===== src/rtl/rob_ctrl.sv =====
// rob_ctrl: control block in front of the ROB.
//  - Round-robin arbitration of two completion sources (0 = ALU, 1 = LSU)
//    onto the ROB's single mark-ready port, through one register stage.
//  - Shadow ROB head tracking and the flush sequence on a committed
//    exception: IDLE -> FLUSH (1 cycle) -> RECOVER (RECOVER_CYCLES) -> IDLE.
// Optional feature: define ROB_CTRL_PERF_EN to add the perf_commits,
// perf_flushes and perf_conflicts 32-bit wrapping counters and their ports.

module rob_ctrl #(
  parameter int  ROB_SIZE       = 16,
  parameter int  ISSUE_W        = 2,
  parameter int  RECOVER_CYCLES = 3,
  localparam int IDX_BITS       = $clog2(ROB_SIZE)
) (
  input  logic                  clk,
  input  logic                  reset,
  input  logic [1:0]            cmp_valid,
  input  logic [2*IDX_BITS-1:0] cmp_idx,
  input  logic [1:0]            cmp_exc,
  output logic [1:0]            cmp_ready,
  output logic                  mark_ready_en,
  output logic [IDX_BITS-1:0]   mark_ready_idx,
  output logic                  mark_ready_val,
  output logic                  mark_exception,
  input  logic [ISSUE_W-1:0]    commit_valid,
  input  logic [ISSUE_W-1:0]    commit_exception,
  output logic                  flush_en,
  output logic [IDX_BITS-1:0]   flush_ptr,
  output logic                  stall_dispatch,
  output logic                  kill_inflight,
  output logic                  exc_pulse
`ifdef ROB_CTRL_PERF_EN
  ,
  output logic [31:0]           perf_commits,
  output logic [31:0]           perf_flushes,
  output logic [31:0]           perf_conflicts
`endif
);

  // Width of a commit popcount (0..ISSUE_W).
  localparam int CNT_W = $clog2(ISSUE_W + 1);
  // The recover counter holds RECOVER_CYCLES-1 down to 0.
  localparam int RC_W = (RECOVER_CYCLES > 1) ? $clog2(RECOVER_CYCLES) : 1;
  localparam logic [RC_W-1:0]     RC_LOAD      = RC_W'(RECOVER_CYCLES - 1);
  localparam logic [RC_W-1:0]     RC_ZERO      = RC_W'(0);
  localparam logic [RC_W-1:0]     RC_ONE       = RC_W'(1);
  localparam logic [IDX_BITS:0]   ROB_SIZE_EXT = (IDX_BITS + 1)'(ROB_SIZE);
  localparam logic [IDX_BITS-1:0] IDX_ZERO     = IDX_BITS'(0);

  typedef enum logic [1:0] {
    ST_IDLE    = 2'd0,
    ST_FLUSH   = 2'd1,
    ST_RECOVER = 2'd2
  } state_e;

  // Number of valid commit slots this cycle.
  function automatic logic [CNT_W-1:0] popcount(input logic [ISSUE_W-1:0] vec);
    logic [CNT_W-1:0] cnt;
    cnt = CNT_W'(0);
    for (int j = 0; j < ISSUE_W; j++) begin
      cnt = cnt + CNT_W'(vec[j]);
    end
    return cnt;
  endfunction

  // ROB pointer advance with wrap at ROB_SIZE (works for any depth, not
  // only powers of two; inc never exceeds ISSUE_W <= ROB_SIZE).
  function automatic logic [IDX_BITS-1:0] wrap_add(input logic [IDX_BITS-1:0] base,
                                                   input logic [CNT_W-1:0]    inc);
    logic [IDX_BITS:0] sum;
    sum = {1'b0, base} + (IDX_BITS + 1)'(inc);
    if (sum >= ROB_SIZE_EXT) begin
      sum = sum - ROB_SIZE_EXT;
    end else begin
      sum = sum;
    end
    return sum[IDX_BITS-1:0];
  endfunction

  // State and registered outputs
  state_e              state_q, state_d;
  logic [RC_W-1:0]     rc_cnt_q, rc_cnt_d;
  logic                rr_q, rr_d;
  logic [IDX_BITS-1:0] head_q, head_d;
  logic                mark_en_q, mark_en_d;
  logic [IDX_BITS-1:0] mark_idx_q, mark_idx_d;
  logic                mark_exc_q, mark_exc_d;
  logic                flush_en_q, flush_en_d;
  logic [IDX_BITS-1:0] flush_ptr_q, flush_ptr_d;
  logic                stall_q, stall_d;
  logic                kill_q, kill_d;
  logic                exc_pulse_q, exc_pulse_d;

  // Combinational helpers
  logic [CNT_W-1:0]    pop_s;
  logic                exc_commit_s;
  logic                arb_en_s;
  logic [1:0]          grant_s;
  logic [IDX_BITS-1:0] head_next_s;

  // Arbitration, FSM next-state, head tracking and next values of all outputs.
  always_comb begin
    pop_s        = popcount(commit_valid);
    head_next_s  = wrap_add(head_q, pop_s);
    exc_commit_s = (state_q == ST_IDLE) && ((commit_valid & commit_exception) != {ISSUE_W{1'b0}});
    // A committing exception wins over completions: nothing is granted
    // in the detect cycle so no mark can leak into the flush.
    arb_en_s     = (state_q == ST_IDLE) && !exc_commit_s && !reset;

    grant_s = 2'b00;
    rr_d    = rr_q;
    if (arb_en_s) begin
      case (cmp_valid)
        2'b01:   grant_s = 2'b01;
        2'b10:   grant_s = 2'b10;
        2'b11: begin
          grant_s = rr_q ? 2'b10 : 2'b01;
          rr_d    = ~rr_q;
        end
        default: grant_s = 2'b00;
      endcase
    end else begin
      grant_s = 2'b00;
    end

    state_d     = state_q;
    rc_cnt_d    = rc_cnt_q;
    head_d      = head_q;
    flush_ptr_d = flush_ptr_q;
    case (state_q)
      ST_IDLE: begin
        head_d = head_next_s;
        if (exc_commit_s) begin
          state_d     = ST_FLUSH;
          flush_ptr_d = head_next_s;
        end else begin
          state_d = ST_IDLE;
        end
      end
      ST_FLUSH: begin
        // Commits are ignored from here on; realign to the flushed head.
        head_d   = flush_ptr_q;
        state_d  = ST_RECOVER;
        rc_cnt_d = RC_LOAD;
      end
      ST_RECOVER: begin
        if (rc_cnt_q == RC_ZERO) begin
          state_d = ST_IDLE;
        end else begin
          rc_cnt_d = rc_cnt_q - RC_ONE;
        end
      end
      default: begin
        state_d = ST_IDLE;
      end
    endcase

    mark_en_d = (grant_s != 2'b00);
    if (grant_s[1]) begin
      mark_idx_d = cmp_idx[IDX_BITS +: IDX_BITS];
      mark_exc_d = cmp_exc[1];
    end else if (grant_s[0]) begin
      mark_idx_d = cmp_idx[0 +: IDX_BITS];
      mark_exc_d = cmp_exc[0];
    end else begin
      mark_idx_d = IDX_ZERO;
      mark_exc_d = 1'b0;
    end

    flush_en_d  = (state_q == ST_IDLE) && (state_d == ST_FLUSH);
    kill_d      = flush_en_d;
    exc_pulse_d = flush_en_d;
    stall_d     = (state_d != ST_IDLE);
  end

  // All state and registered outputs; synchronous reset clears everything,
  // which also abandons any flush sequence in progress.
  always_ff @(posedge clk) begin
    if (reset) begin
      state_q     <= ST_IDLE;
      rc_cnt_q    <= RC_ZERO;
      rr_q        <= 1'b0;
      head_q      <= IDX_ZERO;
      mark_en_q   <= 1'b0;
      mark_idx_q  <= IDX_ZERO;
      mark_exc_q  <= 1'b0;
      flush_en_q  <= 1'b0;
      flush_ptr_q <= IDX_ZERO;
      stall_q     <= 1'b0;
      kill_q      <= 1'b0;
      exc_pulse_q <= 1'b0;
    end else begin
      state_q     <= state_d;
      rc_cnt_q    <= rc_cnt_d;
      rr_q        <= rr_d;
      head_q      <= head_d;
      mark_en_q   <= mark_en_d;
      mark_idx_q  <= mark_idx_d;
      mark_exc_q  <= mark_exc_d;
      flush_en_q  <= flush_en_d;
      flush_ptr_q <= flush_ptr_d;
      stall_q     <= stall_d;
      kill_q      <= kill_d;
      exc_pulse_q <= exc_pulse_d;
    end
  end

  assign cmp_ready      = grant_s;
  assign mark_ready_en  = mark_en_q;
  assign mark_ready_idx = mark_idx_q;
  assign mark_ready_val = mark_en_q;
  assign mark_exception = mark_exc_q;
  assign flush_en       = flush_en_q;
  assign flush_ptr      = flush_ptr_q;
  assign stall_dispatch = stall_q;
  assign kill_inflight  = kill_q;
  assign exc_pulse      = exc_pulse_q;

`ifdef ROB_CTRL_PERF_EN
  logic [31:0] perf_commits_q;
  logic [31:0] perf_flushes_q;
  logic [31:0] perf_conflicts_q;

  // Wrapping event counters: commits, flush entries, contested IDLE cycles.
  always_ff @(posedge clk) begin
    if (reset) begin
      perf_commits_q   <= 32'd0;
      perf_flushes_q   <= 32'd0;
      perf_conflicts_q <= 32'd0;
    end else begin
      perf_commits_q <= perf_commits_q + 32'(pop_s);
      if (flush_en_d) begin
        perf_flushes_q <= perf_flushes_q + 32'd1;
      end else begin
        perf_flushes_q <= perf_flushes_q;
      end
      if ((state_q == ST_IDLE) && (cmp_valid == 2'b11)) begin
        perf_conflicts_q <= perf_conflicts_q + 32'd1;
      end else begin
        perf_conflicts_q <= perf_conflicts_q;
      end
    end
  end

  assign perf_commits   = perf_commits_q;
  assign perf_flushes   = perf_flushes_q;
  assign perf_conflicts = perf_conflicts_q;
`endif

endmodule


===== config.mk =====
export PLATFORM = sky130hd
export DESIGN_NAME = rob_ctrl
export DESIGN_NICKNAME = d
export VERILOG_FILES = /design/src/rtl/rob_ctrl.sv
export SDC_FILE = /design/constraint.sdc
export NUM_CORES = 1
export LEC_CHECK = 0
export BUFFER_PORTS_ARGS = -buffer_cell sky130_fd_sc_hd__buf_4
export CAP_MARGIN = 20
export CELL_PAD_IN_SITES_DETAIL_PLACEMENT = 1
export CELL_PAD_IN_SITES_GLOBAL_PLACEMENT = 1
export CORE_ASPECT_RATIO = 1.5
export CORE_MARGIN = 2
export CORE_UTILIZATION = 35
export DETAILED_ROUTE_END_ITERATION = 16
export PLACE_DENSITY_LB_ADDON = 0.1
export RECOVER_POWER = 100
export SLEW_MARGIN = 15
export SYNTH_ARGS = -nofsm -noshare
export SYNTH_HDL_FRONTEND = slang
export SYNTH_SLANG_ARGS = --single-unit

===== constraint.sdc =====
create_clock -name clk -period 1.82 [get_ports clk]
set_input_delay 0.091 -clock clk [delete_from_list [all_inputs] [get_ports clk]]
set_output_delay 0.091 -clock clk [all_outputs]
set_load 0.03 [all_outputs]

==> flow_summary.json, run 1 <==
{
  "synth_top_cell_area_share": 0.4248,
  "grt_max_degree": 17,
  "antenna_cells": 0,
  "cts_tree": "done",
  "rsz0062_at_grt": "false",
  "insertion_delay_ns": 0.26,
  "post-route-period-util": 0.9358,
  "cp_max_fo": 8,
  "io_buffer_count": 34,
  "synth_area_leaders": "dfxtp_1 42%, nor2_1 5.7%, a32oi_1 4.4%",
  "hold_class": "primary input to flip-flop",
  "r2r-start": "head_q[0]$_SDFFE_PP0P_",
  "final_common_cell": "dfxtp_1",
  "syn_nets": 130,
  "tightest_slew_ns": 0.6777,
  "crit_required_ns": 1.73,
  "clk_pin_slew_ns": 0.08,
  "die_x_um": 47.42,
  "die_h_um": 69.13,
  "p_per_area_mw_per_mm2": 900.4,
  "synth_top_area_cell": "dfxtp_1",
  "final_cell_mix": "21 x dfxtp_1, 19 x buf_4, 17 x clkbuf_1",
  "post_drt_wl_per_cell_um": 13.97,
  "finalWorstSetupSlack_ns": 0.1169,
  "drt_iter0_drc": 17,
  "synthCells": 109,
  "finalClockSkew_ns": 0.002072,
  "reg2reg_setup_slack_ns": 0.22,
  "start_util": 0.3698,
  "ys_ff_latch": 21,
  "placed_cell_area_sq_mm": 0.001245,
  "cts_buffers": 3,
  "setup_viol": 0,
  "htree_num_levels": 1,
  "status": "complete, no violations",
  "seq_area_frac_synth": 0.4248,
  "nets": 161,
  "final_util": 0.4577,
  "rows": 23,
  "maxCapViolCount": 0,
  "slew_headroom": 0.5441,
  "synth_edf_count": 0,
  "crit_start": "state_q[0]$_SDFF_PP0_",
  "syn2layout_area_growth_pct": 23.77,
  "antenna_found_initial": 0,
  "num_io_pins": 35,
  "cellLeakagePower_nw": 0.4622,
  "cts_setup_buffers": 0,
  "totalPowerFinal_mw": 1.103,
  "end_kind": "primary output",
  "crit_type": "flip-flop to primary output",
  "place_inst": 172,
  "hold_start": "cmp_idx[2]",
  "instances_no_fill": 176,
  "clockBufferDepth": 2,
  "die-area_sq_mm": 0.003278,
  "irDropWorstVdd_v": 0.0004392,
  "postSynthAreaPerCell_sq_um": 9.080,
  "grt_pass1_vias": 954,
  "grt_pass1_wl_um": 3933,
  "wl_um": 2459,
  "syn_area_sq_um": 989.7,
  "fin_area_sq_mm": 0.001225,
  "crit_arrival_ns": 1.61,
  "track_usage": 0.1614,
  "cts-resized-gates": 0,
  "reg2reg_to": "head_q[2]$_SDFFE_PP0P_",
  "fin_setup_tns_ns": 0,
  "fmax_ghz": 0.5872,
  "dp_hpwl_um": 1920,
  "final_antenna_net_count": 0,
  "preCtsSetupSlack_ns": 0.2273,
  "vias": 923,
  "hold_viol": 0,
  "min_period_ns": 1.703,
  "yosysWarnings": 0,
  "drt_first_pass_iters": 4,
  "hold-worst-slack_ns": 0.05465,
  "drv_slew": 0,
  "ctsHoldBuffers": 0,
  "clock_sinks": 21,
  "viasPerCell": 5.244,
  "drive_above_1_share": 0.1942,
  "routabilityCongestion": 0.7161,
  "cts_root_buf": "clkbuf_8",
  "post-route-drc-count": 0,
  "worstHoldEndpoint": "mark_ready_idx[2]$_SDFF_PP0_",
  "ys_types": 36,
  "hold_depth": 3,
  "overflow": 0,
  "synth_ff_type": "dfxtp_1",
  "rr_worst_depth": 5,
  "synthArstFlopShare": 0,
  "core_sq_mm": 0.002676,
  "startpoint_type": "flip-flop"
}
-- flip-flops by register name (all words and copies together) (netlist names), 2 cells and up --
signal,flops
state_q,2
rc_cnt_q,2
mark_ready_idx,4
flush_ptr,4
head_q,4
-- cell type report --
cell class                 count  area (sq um)
clock buffer                   3         41.29
fill                         333          1451
timing repair buffer          37         211.5
inverter                       3         11.26
tap                           37         46.29
clock inverter                 1         5.005
sequential                    21         420.4
multi-input combinational     74         489.2
-- power by group --
part | switching [mW] | total (mW) | internal [mW]
logic | 0.165 | 0.273 | 0.108
clock network | 0.156 | 0.309 | 0.153
registers | 0.0236 | 0.521 | 0.498
-- routing by layer --
layer	global-route usage	routed length (um)	up-vias
met5	0	0	-
met4	0.07099	43	0
met3	0.03665	158	5
met2	0.2868	1390	29
met1	0.1639	866	444
li1	-	-	445
-- cells in the mapped netlist, drive strengths merged (2+ instances only) --
master / n
dfxtp: 21
a311oi: 2
a32oi: 5
nand3: 3
buf: 6
nand2b: 2
nand2: 4
or3: 2
inv: 3
mux2: 3
a22o: 2
ha: 2
o21ai: 4
clkbuf: 5
nor2: 15
a21oi: 7
nor3: 3
mux2i: 2
nand3b: 3
-- critical path: stages, from the launching register on --
cell	delay, ns
dfxtp_1	0.32
or2_0	0.23
or3_1	0.45
nor2_1	0.14
clkbuf_2	0.21
-- logic make-up (layout without fill, tap and decap cells) --
group	after synthesis	after routing	synth area share
AOI/OAI and AO/OA	27	27	0.1897
adders and majority gates	3	3	0.04551
buffers and inverters	14	44	0.08090
DFF	21	21	0.4248
and+or+nand+nor	37	37	0.1871
muxes	5	5	0.05436
xor gates and xnor gates	2	2	0.01770
-- worst max-delay path by stage --
| stage | to | slack, ns | cells after the start |
|---|---|---|---|
| 3_5_place_dp | head_q[1]$_SDFFE_PP0P_ | 0.23 | 5 |
| 4_1_cts | cmp_ready[1] | 0.14 | 4 |
| 6_report | cmp_ready[1] | 0.12 | 4 |
| 2_1_floorplan | cmp_ready[1] | 0.11 | 6 |
| 3_3_place_gp | head_q[1]$_SDFFE_PP0P_ | 0.31 | 5 |
| 5_1_grt | cmp_ready[1] | 0.05 | 4 |
No activity file was read; power rests on OpenSTA's default activity.
==> run 2: changes to the inputs <==
--- a/config.mk
+++ b/config.mk
@@ -5,13 +5,14 @@
 export SDC_FILE = /design/constraint.sdc
 export NUM_CORES = 1
 export LEC_CHECK = 0
+export ABC_AREA = 1
 export BUFFER_PORTS_ARGS = -buffer_cell sky130_fd_sc_hd__buf_4
 export CAP_MARGIN = 20
 export CELL_PAD_IN_SITES_DETAIL_PLACEMENT = 1
 export CELL_PAD_IN_SITES_GLOBAL_PLACEMENT = 1
 export CORE_ASPECT_RATIO = 1.5
 export CORE_MARGIN = 2
-export CORE_UTILIZATION = 35
+export CORE_UTILIZATION = 32
 export DETAILED_ROUTE_END_ITERATION = 16
 export PLACE_DENSITY_LB_ADDON = 0.1
 export RECOVER_POWER = 100
==> run 2 against run 1 <==
Against the previous run: die area is 2.9% higher; sequential power rose by 0.8%; clock skew is 0.00098 ns lower; cell count grew 14%; wire length shrank 8.4%; largest cell class is now sequential cells; count of clock-buffer cells in the layout rose by 1; cell area down 2.1%; fmax increased by 6.2%; utilization decreased by 3.8 points; synthesized cell count up 17%; sequential share of layout area grew 0.75 points.
==> flow_summary.json, run 2 <==
{
  "cp_max_fo": 7,
  "cts_tree": "done",
  "grt_max_degree": 12,
  "track_usage": 0.1538,
  "final-seq-area_sq_um": 420.4,
  "crit_type": "flip-flop to primary output",
  "synth_area_leaders": "dfxtp_1 45%, nand2_1 18%, inv_1 7.2%",
  "totalPowerFinal_mw": 1.060,
  "insertion_delay_ns": 0.26,
  "clock_sinks": 21,
  "min_period_ns": 1.604,
  "ctsHoldBuffers": 0,
  "crit_arrival_ns": 1.51,
  "post_drt_wl_per_cell_um": 11.21,
  "fmax_ghz": 0.6235,
  "synth_top_area_cell": "dfxtp_1",
  "critPathBufInv": 2,
  "synth.most_common_cell": "nand2_1",
  "hold_class": "primary input to flip-flop",
  "drive_above_1_share": 0.1543,
  "cts_setup_buffers": 0,
  "multi_input_comb_area_sq_um": 395.4,
  "final_antenna_net_count": 0,
  "ys_ff_latch": 21,
  "grt_pass1_wl_um": 3767,
  "final_common_cell": "nand2_1",
  "die_h_um": 70.15,
  "htree_num_levels": 1,
  "synthArstFlopShare": 0,
  "hold-worst-slack_ns": 0.01950,
  "crit_required_ns": 1.73,
  "fin_setup_tns_ns": 0,
  "io_buffer_count": 34,
  "syn2layout_area_growth_pct": 28.42,
  "post-route-drc-count": 0,
  "core_sq_mm": 0.002853,
  "num_io_pins": 35,
  "start_util": 0.3272,
  "cts-resized-gates": 0,
  "cpMaxStageDelayCell": "dfxtp_1",
  "overflow": 0,
  "startpoint_type": "flip-flop",
  "wl_um": 2253,
  "die-area_sq_mm": 0.003374,
  "syn_nets": 148,
  "instances_no_fill": 201,
  "synth_edf_count": 0,
  "finalClockSkew_ns": 0.001092,
  "seq_area_frac_synth": 0.4504,
  "postSynthAreaPerCell_sq_um": 7.350,
  "fill_cells": 386,
  "drv_slew": 0,
  "cts_root_buf": "clkbuf_8",
  "maxCapViolCount": 0,
  "dp_hpwl_um": 1822,
  "final_cell_mix": "46 x nand2_1, 22 x inv_1, 21 x dfxtp_1",
  "irDropWorstVdd_v": 0.0004789,
  "drt_first_pass_iters": 2,
  "die_x_um": 48.10,
  "vias": 880,
  "slew_headroom": 0.7462,
  "syn_area_sq_um": 933.4,
  "viasPerCell": 4.378,
  "ys_types": 21,
  "grt_pass1_vias": 921,
  "rows": 24,
  "hold_depth": 3,
  "cts_buffers": 3,
  "p_per_area_mw_per_mm2": 884.0,
  "synthCells": 127,
  "crit_family": "simple AND/OR/NAND/NOR gates",
  "path_depth": 6,
  "clockBufferDepth": 2,
  "clk_pin_slew_ns": 0.08,
  "synth_ff_type": "dfxtp_1",
  "cpPeakStageDelay_ns": 0.41,
  "cellLeakagePower_nw": 0.6227,
  "end_kind": "primary output",
  "rsz0062_at_grt": "false",
  "antenna_cells": 0,
  "tightest_slew_ns": 0.3823,
  "post-route-period-util": 0.8812,
  "nets": 184,
  "place_inst": 197,
  "drt_iter0_drc": 4,
  "antenna_found_initial": 0,
  "status": "complete, no violations",
  "yosysWarnings": 0,
  "yosys-top-cells-count": "44 x nand2_1, 21 x dfxtp_1, 18 x inv_1",
  "setup_viol": 0,
  "path_cells": "nor2_4 -> nand2_1 -> nor2_4 -> nand2_1 -> inv_1 -> buf_4",
  "rr_worst_depth": 6,
  "synth_top_cell_area_share": 0.4504,
  "routabilityCongestion": 0.7651,
  "hold_viol": 0
}
## run 2: final timing paths
check	end	slack (ns)	startpoint
max	cmp_ready[0]	0.22	state_q[1]$_SDFF_PP0_
min reg2reg	rc_cnt_q[0]$_SDFFE_PP0P_	0.44	rc_cnt_q[0]$_SDFFE_PP0P_
min	mark_ready_idx[1]$_SDFF_PP0_	0.02	cmp_idx[5]
max reg2reg	head_q[1]$_SDFFE_PP0P_	0.39	head_q[0]$_SDFFE_PP0P_
## run 2: layer usage
metal  global-route usage  wire length, um  part of all wire
met1               0.1559              847              0.38
met3              0.04910              147             0.065
met5                    0                0                 0
met2               0.2711             1237              0.55
met4              0.05706               20            0.0089
## run 2: worst reg2reg max path, cell delays in order, from the launching register on
cell	delay (ns)
dfxtp_1	0.33
fa_1	0.42
ha_1	0.30
inv_1	0.05
o211ai_1	0.17
nand2_1	0.07
inv_1	0.05
## run 2: area by class of cell
cell class,instances,share of cell area
clock buffers,4,0.03758
inverters,22,0.06889
multi-input cells,80,0.3299
flip-flops and latches,21,0.3507
well taps,39,0.04071
repair buffers,35,0.1722
## run 2: power by group
| part | total [mW] | internal (mW) | switching (mW) |
|---|---|---|---|
| sequential | 0.525 | 0.497 | 0.0275 |
| clock | 0.305 | 0.156 | 0.149 |
| combinational | 0.230 | 0.0809 | 0.149 |
| total | 1.06 | 0.734 | 0.326 |
## run 2: kinds of logic after synthesis
| logic type | Yosys count | share of synthesized area |
|---|---|---|
| and+or+nand+nor | 62 | 0.2882 |
| DFF | 21 | 0.4504 |
| AOI/OAI and AO/OA | 14 | 0.08577 |
| buffers and inverters | 26 | 0.1179 |
| adders and majority gates | 3 | 0.04825 |
| xor gates and xnor gates | 1 | 0.009385 |
## run 2: per-stage QoR
stage | setup slack [ns] | cell area (sq um) | util
3_3_place_gp | 0.4374 | 1217 | 0.4268
6_report | 0.2162 | 1199 | 0.4202
5_1_grt | 0.09273 | 1199 | 0.4202
3_5_place_dp | 0.3969 | 1217 | 0.4268
4_1_cts | 0.2646 | 1262 | 0.4425
2_1_floorplan | 0.4956 | 933.4 | -
==> run 3: changes to the inputs <==
--- a/config.mk
+++ b/config.mk
@@ -10,7 +10,6 @@
 export CAP_MARGIN = 20
 export CELL_PAD_IN_SITES_DETAIL_PLACEMENT = 1
 export CELL_PAD_IN_SITES_GLOBAL_PLACEMENT = 1
-export CORE_ASPECT_RATIO = 1.5
 export CORE_MARGIN = 2
 export CORE_UTILIZATION = 32
 export DETAILED_ROUTE_END_ITERATION = 16
==> run 3 against run 2 <==
Against the previous run: largest power group unchanged; sequential power barely moved; count of clock-buffer cells in the layout fell by 1; die area fell by 0.27%; sequential share of layout area fell by 2.9 points; critical endpoint is now mark_ready_idx[0]$_SDFF_PP0_.
==> flow_summary.json, run 3 (synthesis gave the netlist of run 2 again) <==
{
  "status": "complete, no violations",
  "routabilityCongestion": 0.7087,
  "hold_class": "primary input to flip-flop",
  "cts_buffers": 3,
  "crit_family": "buffers and inverters",
  "cp_max_fo": 6,
  "num_io_pins": 35,
  "core_sq_mm": 0.002758,
  "post-route-period-util": 0.9501,
  "pwr-share-comb": 0.259,
  "die-area_sq_mm": 0.003365,
  "nets": 198,
  "irDropWorstVdd_v": 0.0004006,
  "wl_um": 2496,
  "p_seq_frac": 0.513,
  "tightest_slew_ns": 0.3940,
  "clk_pin_slew_ns": 0.13,
  "vias": 950,
  "die_h_um": 58.01,
  "post-route-drc-count": 0,
  "crit_required_ns": 2.08,
  "start_util": 0.3385,
  "intPower_mw": 0.6851,
  "fill_cells": 357,
  "setup_viol": 0,
  "hold_viol": 0,
  "maxCapViolCount": 0,
  "die_x_um": 58.01,
  "final_util": 0.4760,
  "drt_iter0_drc": 13,
  "final_antenna_net_count": 0,
  "insertion_delay_ns": 0.30,
  "grt_pass1_vias": 931,
  "drv_slew": 0,
  "p_switching_mw": 0.3376,
  "final_common_cell": "nand2_1",
  "r2r-start": "state_q[1]$_SDFF_PP0_",
  "cpMaxStageDelayCell": "dlygate4sd3_1",
  "hold_start": "cmp_valid[0]",
  "post_drt_wl_per_cell_um": 12.06,
  "syn2layout_area_growth_pct": 40.62,
  "critPathBufInv": 5,
  "rows": 19,
  "io_buffer_count": 34,
  "crit_type": "primary input to flip-flop",
  "finalClockSkew_ns": 0.002287,
  "path_cells": "dlygate4sd3_1 -> buf_4 -> inv_1 -> nand2_2 -> nor2_4 -> nand2_1 -> inv_2 -> nand2_1 -> nand2_1 -> dlygate4sd3_1",
  "dp_hpwl_um": 1769,
  "final-seq-area_sq_um": 421.7,
  "end_kind": "flip-flop",
  "drive_above_1_share": 0.2102,
  "grt_pass1_wl_um": 4036,
  "crit_start": "reset",
  "min_period_ns": 1.729,
  "htree_num_levels": 1,
  "final_cell_mix": "44 x nand2_1, 23 x buf_4, 20 x dfxtp_1",
  "cpPeakStageDelay_ns": 0.55,
  "crit_arrival_ns": 1.99,
  "antenna_found_initial": 0,
  "power_frac_clock": 0.228,
  "startpoint_type": "primary input",
  "switching_share": 0.3301,
  "track_usage": 0.1572,
  "fmax_ghz": 0.5783,
  "clockBufferDepth": 2,
  "slew_headroom": 0.7385,
  "multi_input_comb_area_sq_um": 402.9,
  "p_per_area_mw_per_mm2": 779.2,
  "clock_sinks": 21,
  "antenna_cells": 0,
  "drt_first_pass_iters": 2,
  "grt_max_degree": 13,
  "cellLeakagePower_nw": 0.6831,
  "cts_tree": "done",
  "viasPerCell": 4.589,
  "overflow": 0,
  "crit_top_cell": "nand2_1",
  "hold-worst-slack_ns": 0.1186,
  "cts_root_buf": "clkbuf_4"
}
==> run 3: tightest hold or removal path, cell delays in order <==
cell      delay (ns)
buf_4           0.09
a21boi_0        0.07
nand2_1         0.09
nand2_1         0.05
==> run 3: repair_timing <==
item,in CTS,in global routing
gates resized for setup,0,1
buffers inserted,0,3
endpoints found under the setup margin,0,5
hold buffers,11,0
endpoints found under the hold margin,8,0
==> run 3: worst paths after layout <==
path,slack [ns],cells after the start,endpoint
min,0.12,4,mark_ready_en$_SDFF_PP0_
max,0.09,10,mark_ready_idx[0]$_SDFF_PP0_
max reg2reg,0.10,8,mark_ready_idx[0]$_SDFF_PP0_
min reg2reg,0.44,1,rc_cnt_q[0]$_SDFFE_PP0P_
==> run 3: area by class of cell <==
| type | count | share of cell area |
|---|---|---|
| tap | 31 | 0.02955 |
| clock buffer | 3 | 0.01716 |
| timing repair buffer | 49 | 0.2583 |
| clock inverter | 1 | 0.003813 |
| inverter | 22 | 0.06292 |
| sequential | 21 | 0.3213 |
| multi-input combinational | 80 | 0.3070 |
==> run 3: metrics by stage <==
step | std cells | setup slack [ns] | total power [mW] | cell area, sq um | TNS [ns]
3_5_place_dp | 189 | 0.3730 | 0.7945 | 1207 | 0
5_1_grt | 207 | -0.006445 | 1.092 | 1313 | -0.006445
2_1_floorplan | 127 | 0.4956 | 0.6941 | 933.4 | 0
3_3_place_gp | 189 | 0.4409 | 0.7868 | 1207 | 0
4_1_cts | 204 | 0.08794 | 1.043 | 1345 | 0
6_report | 207 | 0.09078 | 1.023 | 1313 | 0
==> run 3: power groups by stage <==
stage	logic [mW]	clock network [mW]	registers [mW]
finish	0.265	0.233	0.525
detailed placement	0.259	0	0.536
global placement	0.253	0	0.534
CTS	0.278	0.240	0.525
floorplan	0.121	0	0.573
global route	0.293	0.267	0.532
==> run 3: routing by layer <==
| layer | routed length (um) | GRT usage | part of all wire |
|---|---|---|---|
| met2 | 1216 | 0.2808 | 0.49 |
| met1 | 1097 | 0.1801 | 0.44 |
| met5 | 0 | 0 | 0 |
| met4 | 27 | 0.05980 | 0.011 |
| met3 | 155 | 0.03795 | 0.062 |
